### config.mk
export PLATFORM = sky130hd
export DESIGN_NAME = full_vector_writer
export DESIGN_NICKNAME = d
export VERILOG_FILES = /design/src/rtl/vector_pkg.sv /design/src/rtl/vector_shift_buffer.sv /design/src/rtl/full_vector_writer.sv
export SDC_FILE = /design/constraint.sdc
export NUM_CORES = 1
export LEC_CHECK = 0
export BUFFER_PORTS_ARGS = -buffer_cell sky130_fd_sc_hd__clkbuf_2
export CORE_AREA = 2 2 133 135
export CTS_CLUSTER_SIZE = 25
export DETAILED_ROUTE_END_ITERATION = 10
export DIE_AREA = 0 0 135 137
export PLACE_DENSITY = 0.54
export SETUP_SLACK_MARGIN = 0.02
export SLEW_MARGIN = 20
export SYNTH_ARGS = -nofsm -noshare
export SYNTH_HDL_FRONTEND = slang
export SYNTH_SLANG_ARGS = --single-unit
### constraint.sdc
create_clock -name clk -period 2.94 [get_ports clk]
set_clock_uncertainty 0.1 [all_clocks]
set_input_delay 0.588 -clock clk [delete_from_list [all_inputs] [get_ports clk]]
set_output_delay 0.588 -clock clk [all_outputs]
set_load 0.02 [all_outputs]
### src/rtl/vector_pkg.sv
// rtl/vector_pkg.sv - shared state encoding, default widths and index sizing for the vector writer
package vector_pkg;

    localparam int DEF_ELEMENT_WIDTH    = 24;
    localparam int DEF_ADDR_WIDTH       = 17;
    localparam int DEF_VECTOR_DIMENSION = 3;

    typedef enum logic [1:0] {
        IDLE   = 2'd0,
        ACCEPT = 2'd1,
        WRITE  = 2'd2,
        DONE   = 2'd3
    } writer_state_t;

    // Element index width; a one-element vector still needs a 1-bit index
    function automatic int idx_width(input int dim);
        return (dim > 1) ? $clog2(dim) : 1;
    endfunction

    typedef logic [idx_width(DEF_VECTOR_DIMENSION)-1:0] elem_idx_t;

endpackage

### src/rtl/vector_shift_buffer.sv
// rtl/vector_shift_buffer.sv - load-whole / emit-one-element register bank; pending slot when VECTOR_WRITER_SKID_EN is defined
module vector_shift_buffer
    import vector_pkg::*;
#(
    parameter int ELEMENT_WIDTH    = DEF_ELEMENT_WIDTH,
    parameter int VECTOR_DIMENSION = DEF_VECTOR_DIMENSION,
    parameter int IDX_W            = idx_width(DEF_VECTOR_DIMENSION)
) (
    input  logic                     clk,
    input  logic                     reset_n,
    input  logic                     i_load,
    input  logic [IDX_W-1:0]         i_idx,
    input  logic [ELEMENT_WIDTH-1:0] i_vector [0:VECTOR_DIMENSION-1],
`ifdef VECTOR_WRITER_SKID_EN
    input  logic                     i_pend_load,
    input  logic                     i_promote,
    input  logic                     i_drop,
    output logic                     o_pend_full,
`endif
    output logic [ELEMENT_WIDTH-1:0] o_elem
);

    logic [ELEMENT_WIDTH-1:0] r_buf [0:VECTOR_DIMENSION-1];

`ifdef VECTOR_WRITER_SKID_EN
    logic [ELEMENT_WIDTH-1:0] r_pend [0:VECTOR_DIMENSION-1];
    logic                     r_pend_full;

    // Working vector: taken straight from the input, or promoted from the pending slot
    always_ff @(posedge clk or negedge reset_n) begin
        if (!reset_n) begin
            for (int i = 0; i < VECTOR_DIMENSION; i++) r_buf[i] <= '0;
        end else if (i_load) begin
            r_buf <= i_vector;
        end else if (i_promote) begin
            r_buf <= r_pend;
        end
    end

    // Pending slot: a drop at end of job wins over a same-cycle load
    always_ff @(posedge clk or negedge reset_n) begin
        if (!reset_n) begin
            for (int i = 0; i < VECTOR_DIMENSION; i++) r_pend[i] <= '0;
            r_pend_full <= 1'b0;
        end else if (i_drop) begin
            r_pend_full <= 1'b0;
        end else if (i_pend_load) begin
            r_pend      <= i_vector;
            r_pend_full <= 1'b1;
        end else if (i_promote) begin
            r_pend_full <= 1'b0;
        end
    end

    assign o_pend_full = r_pend_full;
`else
    // Working vector: loaded whole on each accepted handshake
    always_ff @(posedge clk or negedge reset_n) begin
        if (!reset_n) begin
            for (int i = 0; i < VECTOR_DIMENSION; i++) r_buf[i] <= '0;
        end else if (i_load) begin
            r_buf <= i_vector;
        end
    end
`endif

    assign o_elem = r_buf[i_idx];

endmodule

### src/rtl/full_vector_writer.sv
// rtl/full_vector_writer.sv - serialises result vectors into one memory write per cycle; VECTOR_WRITER_SKID_EN removes the per-vector bubble
module full_vector_writer
    import vector_pkg::*;
#(
    parameter int ELEMENT_WIDTH    = DEF_ELEMENT_WIDTH,
    parameter int ADDR_WIDTH       = DEF_ADDR_WIDTH,
    parameter int VECTOR_DIMENSION = DEF_VECTOR_DIMENSION
) (
    input  logic                     clk,
    input  logic                     reset_n,
    input  logic                     enabled,
    input  logic                     start,
    input  logic [ADDR_WIDTH-1:0]    base_addr,
    input  logic [ADDR_WIDTH-1:0]    expected_elements,
    input  logic [ELEMENT_WIDTH-1:0] vector_in [0:VECTOR_DIMENSION-1],
    input  logic                     vector_valid,
    output logic                     vector_ready,
    output logic [ADDR_WIDTH-1:0]    mem_addr,
    output logic [ELEMENT_WIDTH-1:0] mem_data,
    output logic                     mem_we,
    output logic                     busy,
    output logic                     done
);

    localparam int               IDX_W    = idx_width(VECTOR_DIMENSION);
    localparam logic [IDX_W-1:0] LAST_IDX = IDX_W'(VECTOR_DIMENSION - 1);

    writer_state_t            r_state;
    logic [ADDR_WIDTH-1:0]    r_ptr;
    logic [ADDR_WIDTH-1:0]    r_rem;
    logic [IDX_W-1:0]         r_idx;

    logic                     w_hs;
    logic                     w_writing;
    logic                     w_last_write;
    logic                     w_load;
    logic                     w_continue;
    logic [ELEMENT_WIDTH-1:0] w_elem;

    assign w_writing    = (r_state == WRITE) && enabled;
    assign w_last_write = (r_rem == ADDR_WIDTH'(1));

`ifdef VECTOR_WRITER_SKID_EN
    logic w_pend_full;
    logic w_vec_end;
    logic w_promote;
    logic w_bypass;
    logic w_pend_load;
    logic w_drop;

    // A vector boundary that still has writes left to issue
    assign w_vec_end    = w_writing && !w_last_write && (r_idx == LAST_IDX);
    assign vector_ready = enabled && !w_pend_full && ((r_state == ACCEPT) || (r_state == WRITE));
    assign w_hs         = vector_valid && vector_ready;
    assign w_promote    = w_vec_end && w_pend_full;
    // A vector arriving exactly at the boundary goes straight to the working buffer
    assign w_bypass     = w_vec_end && !w_pend_full && w_hs;
    assign w_load       = (w_hs && (r_state == ACCEPT)) || w_bypass;
    assign w_pend_load  = w_hs && (r_state == WRITE) && !w_bypass;
    assign w_drop       = (w_writing && w_last_write) || (r_state == DONE);
    assign w_continue   = w_promote || w_bypass;
`else
    assign vector_ready = enabled && (r_state == ACCEPT);
    assign w_hs         = vector_valid && vector_ready;
    assign w_load       = w_hs;
    assign w_continue   = 1'b0;
`endif

    vector_shift_buffer #(
        .ELEMENT_WIDTH    (ELEMENT_WIDTH),
        .VECTOR_DIMENSION (VECTOR_DIMENSION),
        .IDX_W            (IDX_W)
    ) u_buf (
        .clk         (clk),
        .reset_n     (reset_n),
        .i_load      (w_load),
        .i_idx       (r_idx),
        .i_vector    (vector_in),
`ifdef VECTOR_WRITER_SKID_EN
        .i_pend_load (w_pend_load),
        .i_promote   (w_promote),
        .i_drop      (w_drop),
        .o_pend_full (w_pend_full),
`endif
        .o_elem      (w_elem)
    );

    // Job sequencing: every state change and counter step waits for enabled
    always_ff @(posedge clk or negedge reset_n) begin
        if (!reset_n) begin
            r_state <= IDLE;
            r_ptr   <= '0;
            r_rem   <= '0;
            r_idx   <= '0;
        end else if (enabled) begin
            case (r_state)
                IDLE: begin
                    if (start) begin
                        r_ptr   <= base_addr;
                        r_rem   <= expected_elements;
                        r_state <= (expected_elements == '0) ? DONE : ACCEPT;
                    end
                end
                ACCEPT: begin
                    if (w_hs) begin
                        r_idx   <= '0;
                        r_state <= WRITE;
                    end
                end
                WRITE: begin
                    r_ptr <= r_ptr + ADDR_WIDTH'(1);
                    r_rem <= r_rem - ADDR_WIDTH'(1);
                    if (w_last_write) begin
                        r_state <= DONE;
                    end else if (r_idx == LAST_IDX) begin
                        r_idx   <= '0;
                        r_state <= w_continue ? WRITE : ACCEPT;
                    end else begin
                        r_idx <= r_idx + IDX_W'(1);
                    end
                end
                DONE: begin
                    r_state <= IDLE;
                end
                default: begin
                    r_state <= IDLE;
                end
            endcase
        end
    end

    assign mem_we   = w_writing;
    assign mem_addr = w_writing ? r_ptr : '0;
    assign mem_data = w_writing ? w_elem : '0;
    assign busy     = (r_state != IDLE);
    assign done     = (r_state == DONE) && enabled;

endmodule

== After elaboration in Yosys (flattened, before gate mapping) ==
Cells that the tools add are included.
Operators by class
  add/sub/neg operators: 3
  magnitude comparators: 1
  equality and inequality tests: 9
  mux-type cells: 19
  bitwise logic cells: 1
  reductions and logical operators: 12
Operator list (count)
  $mux 24: 3
  $pmux 17 s2: 2
  $mux 17: 3
  $bmux 24 s2: 1
  $add 17x1->17 const B: 1
  $eq 17x1->1 const B: 1
  $logic_not 17->1: 1
  $sub 17x1->17 const B: 1
  $mux 2: 8
  $pmux 2 s4: 1
  $reduce_and 4->1: 2
  $eq 2x2->1 const B: 3
  $reduce_bool 2->1: 3
  $logic_and 1x1->1: 4
  $ne 2x2->1 const B: 2
  $pmux 2 s2: 1
  $ge 3x3->1 const B: 1
  $ne 3x2->1 const B: 1
  $not 2->3: 1
  $reduce_and 3->1: 1
  $add 2x1->2 const B: 1
  $eq 2x1->1 const B: 1
  $logic_not 2->1: 1
  $ne 2x1->1 const B: 1
Storage, ports and cells
  register bits after elaboration: 110
  input bits: 111
  output and inout port bits: 45

== Depth between registers and ports, before layout ==
  depth in word-level cells: 5
  gate-level depth with buffers: 7

== Cells and area by module ==
From an unflattened synthesis, not the netlist that was laid out.
Second synthesis, totals
  cell total of the unflattened synthesis: 543
  area, all modules: 6388.6 µm²
By module, submodules not included
  vector_shift_buffer: instances 1, cells an instance 210, area an instance 3661.0 µm², seq. area each 1801.7 µm²
  full_vector_writer: instances 1, cells an instance 333, area an instance 2727.6 µm², seq. area each 950.9 µm²

== Worst setup path before layout ==
OpenSTA, ideal clock, no wires.
  path kind: register to output
  from: reg r_state[1]
  to: out mem_data[10]
  data arrival time: 1.701 ns
  required time: 2.252 ns
  slack: 0.551 ns
  cell stages (with the launch flop): 8
  buffers on the path: 4
  cells stage by stage: dfrtp_1 > clkbuf_1 > nor2b_1 > clkbuf_1 > nand2_1 > clkbuf_1 > clkbuf_1 > nor2_1
Between the ends
  cells in the longest elaborated chain, start to end: 3
Ends and longest elaborated chain
  start, declared: line full_vector_writer.sv:28  | writer_state_t r_state;
  start signal, assigned: line full_vector_writer.sv:101  | r_state <= (expected_elements == '0) ? DONE : ACCEPT;
  start signal, assigned: line full_vector_writer.sv:117  | r_state <= w_continue ? WRITE : ACCEPT;
  $eq 2x2->1: line full_vector_writer.sv:40  | assign w_writing = (r_state == WRITE) && enabled;
  $logic_and 1x1->1: line full_vector_writer.sv:40
  $mux 24: line full_vector_writer.sv:134  | assign mem_data = w_writing ? w_elem : '0;
  end, declared: line full_vector_writer.sv:19  | output logic [ELEMENT_WIDTH-1:0] mem_data,
Every way passes these cells.

== Final worst setup path ==
  from: reg r_state[0]
  to: out mem_data[14]
Same word-level chain as after synthesis.

==> results_dict.tcl <==
set metrics [dict create \
    max_stage_delay_ns 0.39 \
    routedWlPerCell_microns 17.37 \
    yosys_warnings 0 \
    grt_pass1_vias 5105 \
    synth_seq_cells 110 \
    gp_congestion 0.8432 \
    drive_gt1_share_pct 38.45 \
    power_frac_comb_pct 43.1 \
    antenna_found_initial 0 \
    grt_max_degree 76 \
    synth_ff_type "dfrtp_1" \
    setup_violations 0 \
    gr-usage-met3_pct 5.296 \
    numPlacedInstances 933 \
    crit_arrival_ns 1.91 \
    htreeDepth 3 \
    grtUsageMet2_pct 28.09 \
    drcViolationCount 0 \
    cap_violations 0 \
    placed_cell_area_sq_mm 0.006909 \
    synth_fp_nets 692 \
    synth_seq_area_share_pct 47.09 \
    cts_setup_buffers 0 \
    drv_slew 0 \
    path_class "register to output pin" \
    setup-tns-final_ns 0 \
    drtAntennaViolNets 0 \
    endpoint "mem_data[14]" \
    rsz0062_at_grt "no" \
    dr.pass1.iters 5 \
    core_area_sq_mm 0.01706 \
    numCtsBuffers 9 \
    crit_path_start_kind "register" \
    fin_area_sq_mm 0.007192 \
    p_clk_share_pct 16.8 \
    synth_cells 578 \
    status "complete, no violations" \
    worstSetupStartpoint "r_state[0]" \
    drt_iter0_drc 375 \
    crit_fanout 19 \
    slowest_stage "dfrtp_1" \
    vias 5060 \
    final_nets 833 \
    routed_wl_microns 16470 \
    insertion_delay_ns 0.36 \
    cts.sink_count 110 \
    synth_edf_count 0 \
    top_usage_layer "met2" \
    r2r_cells 6 \
    async_flop_share_pct 100.0 \
    fp.dieH_microns 137 \
    path_cells "nor2b_1 -> nand2_1 -> buf_4 -> nor2_1 -> clkbuf_2" \
    avgSynthCellArea_sq_um 10.11 \
    tightest_slew_ns 0.8439 \
    ctsHoldBuffers 0 \
    synthTopCellsByArea "dfrtp_1 47%, mux2_2 14%, mux2i_1 5.7%, a21oi_1 4.9%, nor2_1 4.8%" \
    cp.depth 5 \
    max_freq_mhz 385.6 \
    power.density_mw_per_mm2 993.1 \
    gr-usage-met1_pct 24.85 \
    die_w_microns 135 \
    endpoint_kind "output pin" \
    grt.overflow.total 0 \
    slew_headroom_pct 43.74 \
    cts_tree "built" \
    p_int_uw 4267 \
    min_path_type "primary input to asynchronous set/reset pin" \
    p_leak_uw 0.003324 \
    io_pins 156 \
    cts_resized 0 \
    cp.required_ns 2.25 \
    ys_types 52 \
    synth_top_area_share_pct 47.09 \
    die_area_sq_mm 0.01850 \
    vias_per_cell 5.338 \
    vdd_drop_max_v 0.0003809 \
    post-route-period-util_pct 88.21 \
    start_util_pct 34.27 \
    sequentialPowerShare_pct 40.1 \
    reg2reg_to "r_rem[10]" \
    rrSetupSlack_ns 0.64 \
    grt_pass1_wl_microns 26680 \
    swShare_pct 40.26 \
    crit_family "simple AND/OR/NAND/NOR gates" \
    finalHoldViolCount 0 \
    dp_hpwl_microns 11430 \
    rows 48 \
    r2r_start "r_rem[0]" \
    track_usage_pct 18.23 \
    final_cells 948 \
    n_antenna_cell 0 \
    synth.cell_area_sq_mm 0.005846 \
    synth_top_cell_by_area "dfrtp_1" \
    port_buffers 155 \
    area_growth_pct 23.03 \
    p_sw_uw 2875 \
    cp_num_buf_inv 2 \
    cts_buffer_depth 2 \
    finalCriticalPeriod_ns 2.593 \
    cts-root-buf "clkbuf_16" \
    clkSlewWorstSetupHoldPaths_ns 0.08 \
]
[routing by layer]
metal	vias up	share of wire [%]
met5	-	0
met4	0	1.3
met3	20	8.6
met2	187	45
met1	2466	45
li1	2387	-
[Yosys cell counts, types with 4 or more instances]
cell type  number
dfrtp_1       110
mux2_2         74
nor2_1         74
a21oi_1        57
mux2i_1        33
clkbuf_1       29
nand2_1        20
and3_1         15
nand3_1        15
o21ai_0        15
o22ai_1        12
inv_1          10
nor3_1          9
nand4_1         8
nor4_1          8
or2_2           8
buf_1           7
buf_2           6
o32ai_1         6
a311oi_1        4
a31oi_1         4
[final cells by class]
cell class                      count  area (sq um)
Fill cell                        1725          9864
Clock buffer                        9         225.2
Multi-Input combinational cell    416          2893
Sequential cell                   110          2754
Timing Repair Buffer              172         943.4
Clock inverter                      6         57.56
Inverter                           10         37.54
Tap cell                          225         281.5
[logic make-up (layout without fill, tap and decap cells)]
group / count (synthesis) / after routing / synth area share [%]
muxes: 107 / 107 / 19.91
buffers and inverters: 52 / 197 / 3.468
adders and majority gates: 3 / 3 / 0.6422
AOI/OAI and AO/OA: 126 / 126 / 13.53
and+or+nand+nor: 180 / 180 / 15.37
DFF: 110 / 110 / 47.09
[state kept, by name, indices dropped and copies added (netlist names)]
name	count
r_idx	2
r_ptr	17
r_rem	17
r_state	2
u_buf.r_buf	72
[metrics by stage]
step | power (uW) | setup WS, ns | util (%) | hold WS (ns)
finish | 7142 | 0.3466 | 42.17 | 0.2086
global route | 7717 | 0.1458 | 42.17 | 0.2953
CTS | 7211 | 0.3020 | 42.17 | 0.2640
detailed placement | 5992 | 0.5665 | 40.51 | 0.3925
global placement | 5867 | 0.6170 | 40.51 | 0.3866
floorplan | 5008 | 0.5514 | - | 0.1924
[cells in the final DEF, fill, tap and decap left out, drive strengths merged, types with 6 or more instances in the layout]
master / netlist / layout
nand4: 8 / 8
nor3: 9 / 9
nand3: 15 / 15
o22ai: 12 / 12
clkbuf: 29 / 163
a21oi: 57 / 57
inv: 10 / 13
mux2i: 33 / 33
nor2: 74 / 74
dfrtp: 110 / 110
and3: 15 / 15
nor4: 8 / 8
o32ai: 6 / 6
o21ai: 16 / 16
nand2: 20 / 20
mux2: 74 / 74
buf: 13 / 18
or2: 8 / 8
[worst min path at each step]
stage | start | to | slack, ns | cells past startpoint
after floorplan | reset_n | r_idx[0] | 0.19 | 0
after global placement | u_buf.r_buf[71] | u_buf.r_buf[71] | 0.39 | 1
after detailed placement | u_buf.r_buf[55] | u_buf.r_buf[55] | 0.39 | 1
after CTS | reset_n | r_rem[9] | 0.26 | 1
after global routing | reset_n | r_rem[7] | 0.30 | 1
final | reset_n | r_rem[7] | 0.21 | 1
[power groups by stage]
| stage | Clock, uW | Sequential, uW | Combinational [uW] |
|---|---|---|---|
| global route | 1300 | 2980 | 3430 |
| floorplan | 0 | 2660 | 2350 |
| global placement | 0 | 2830 | 3040 |
| finish | 1200 | 2870 | 3080 |
| CTS | 1230 | 2860 | 3110 |
| detailed placement | 0 | 2890 | 3100 |
Power figures use the tool's default switching activity.
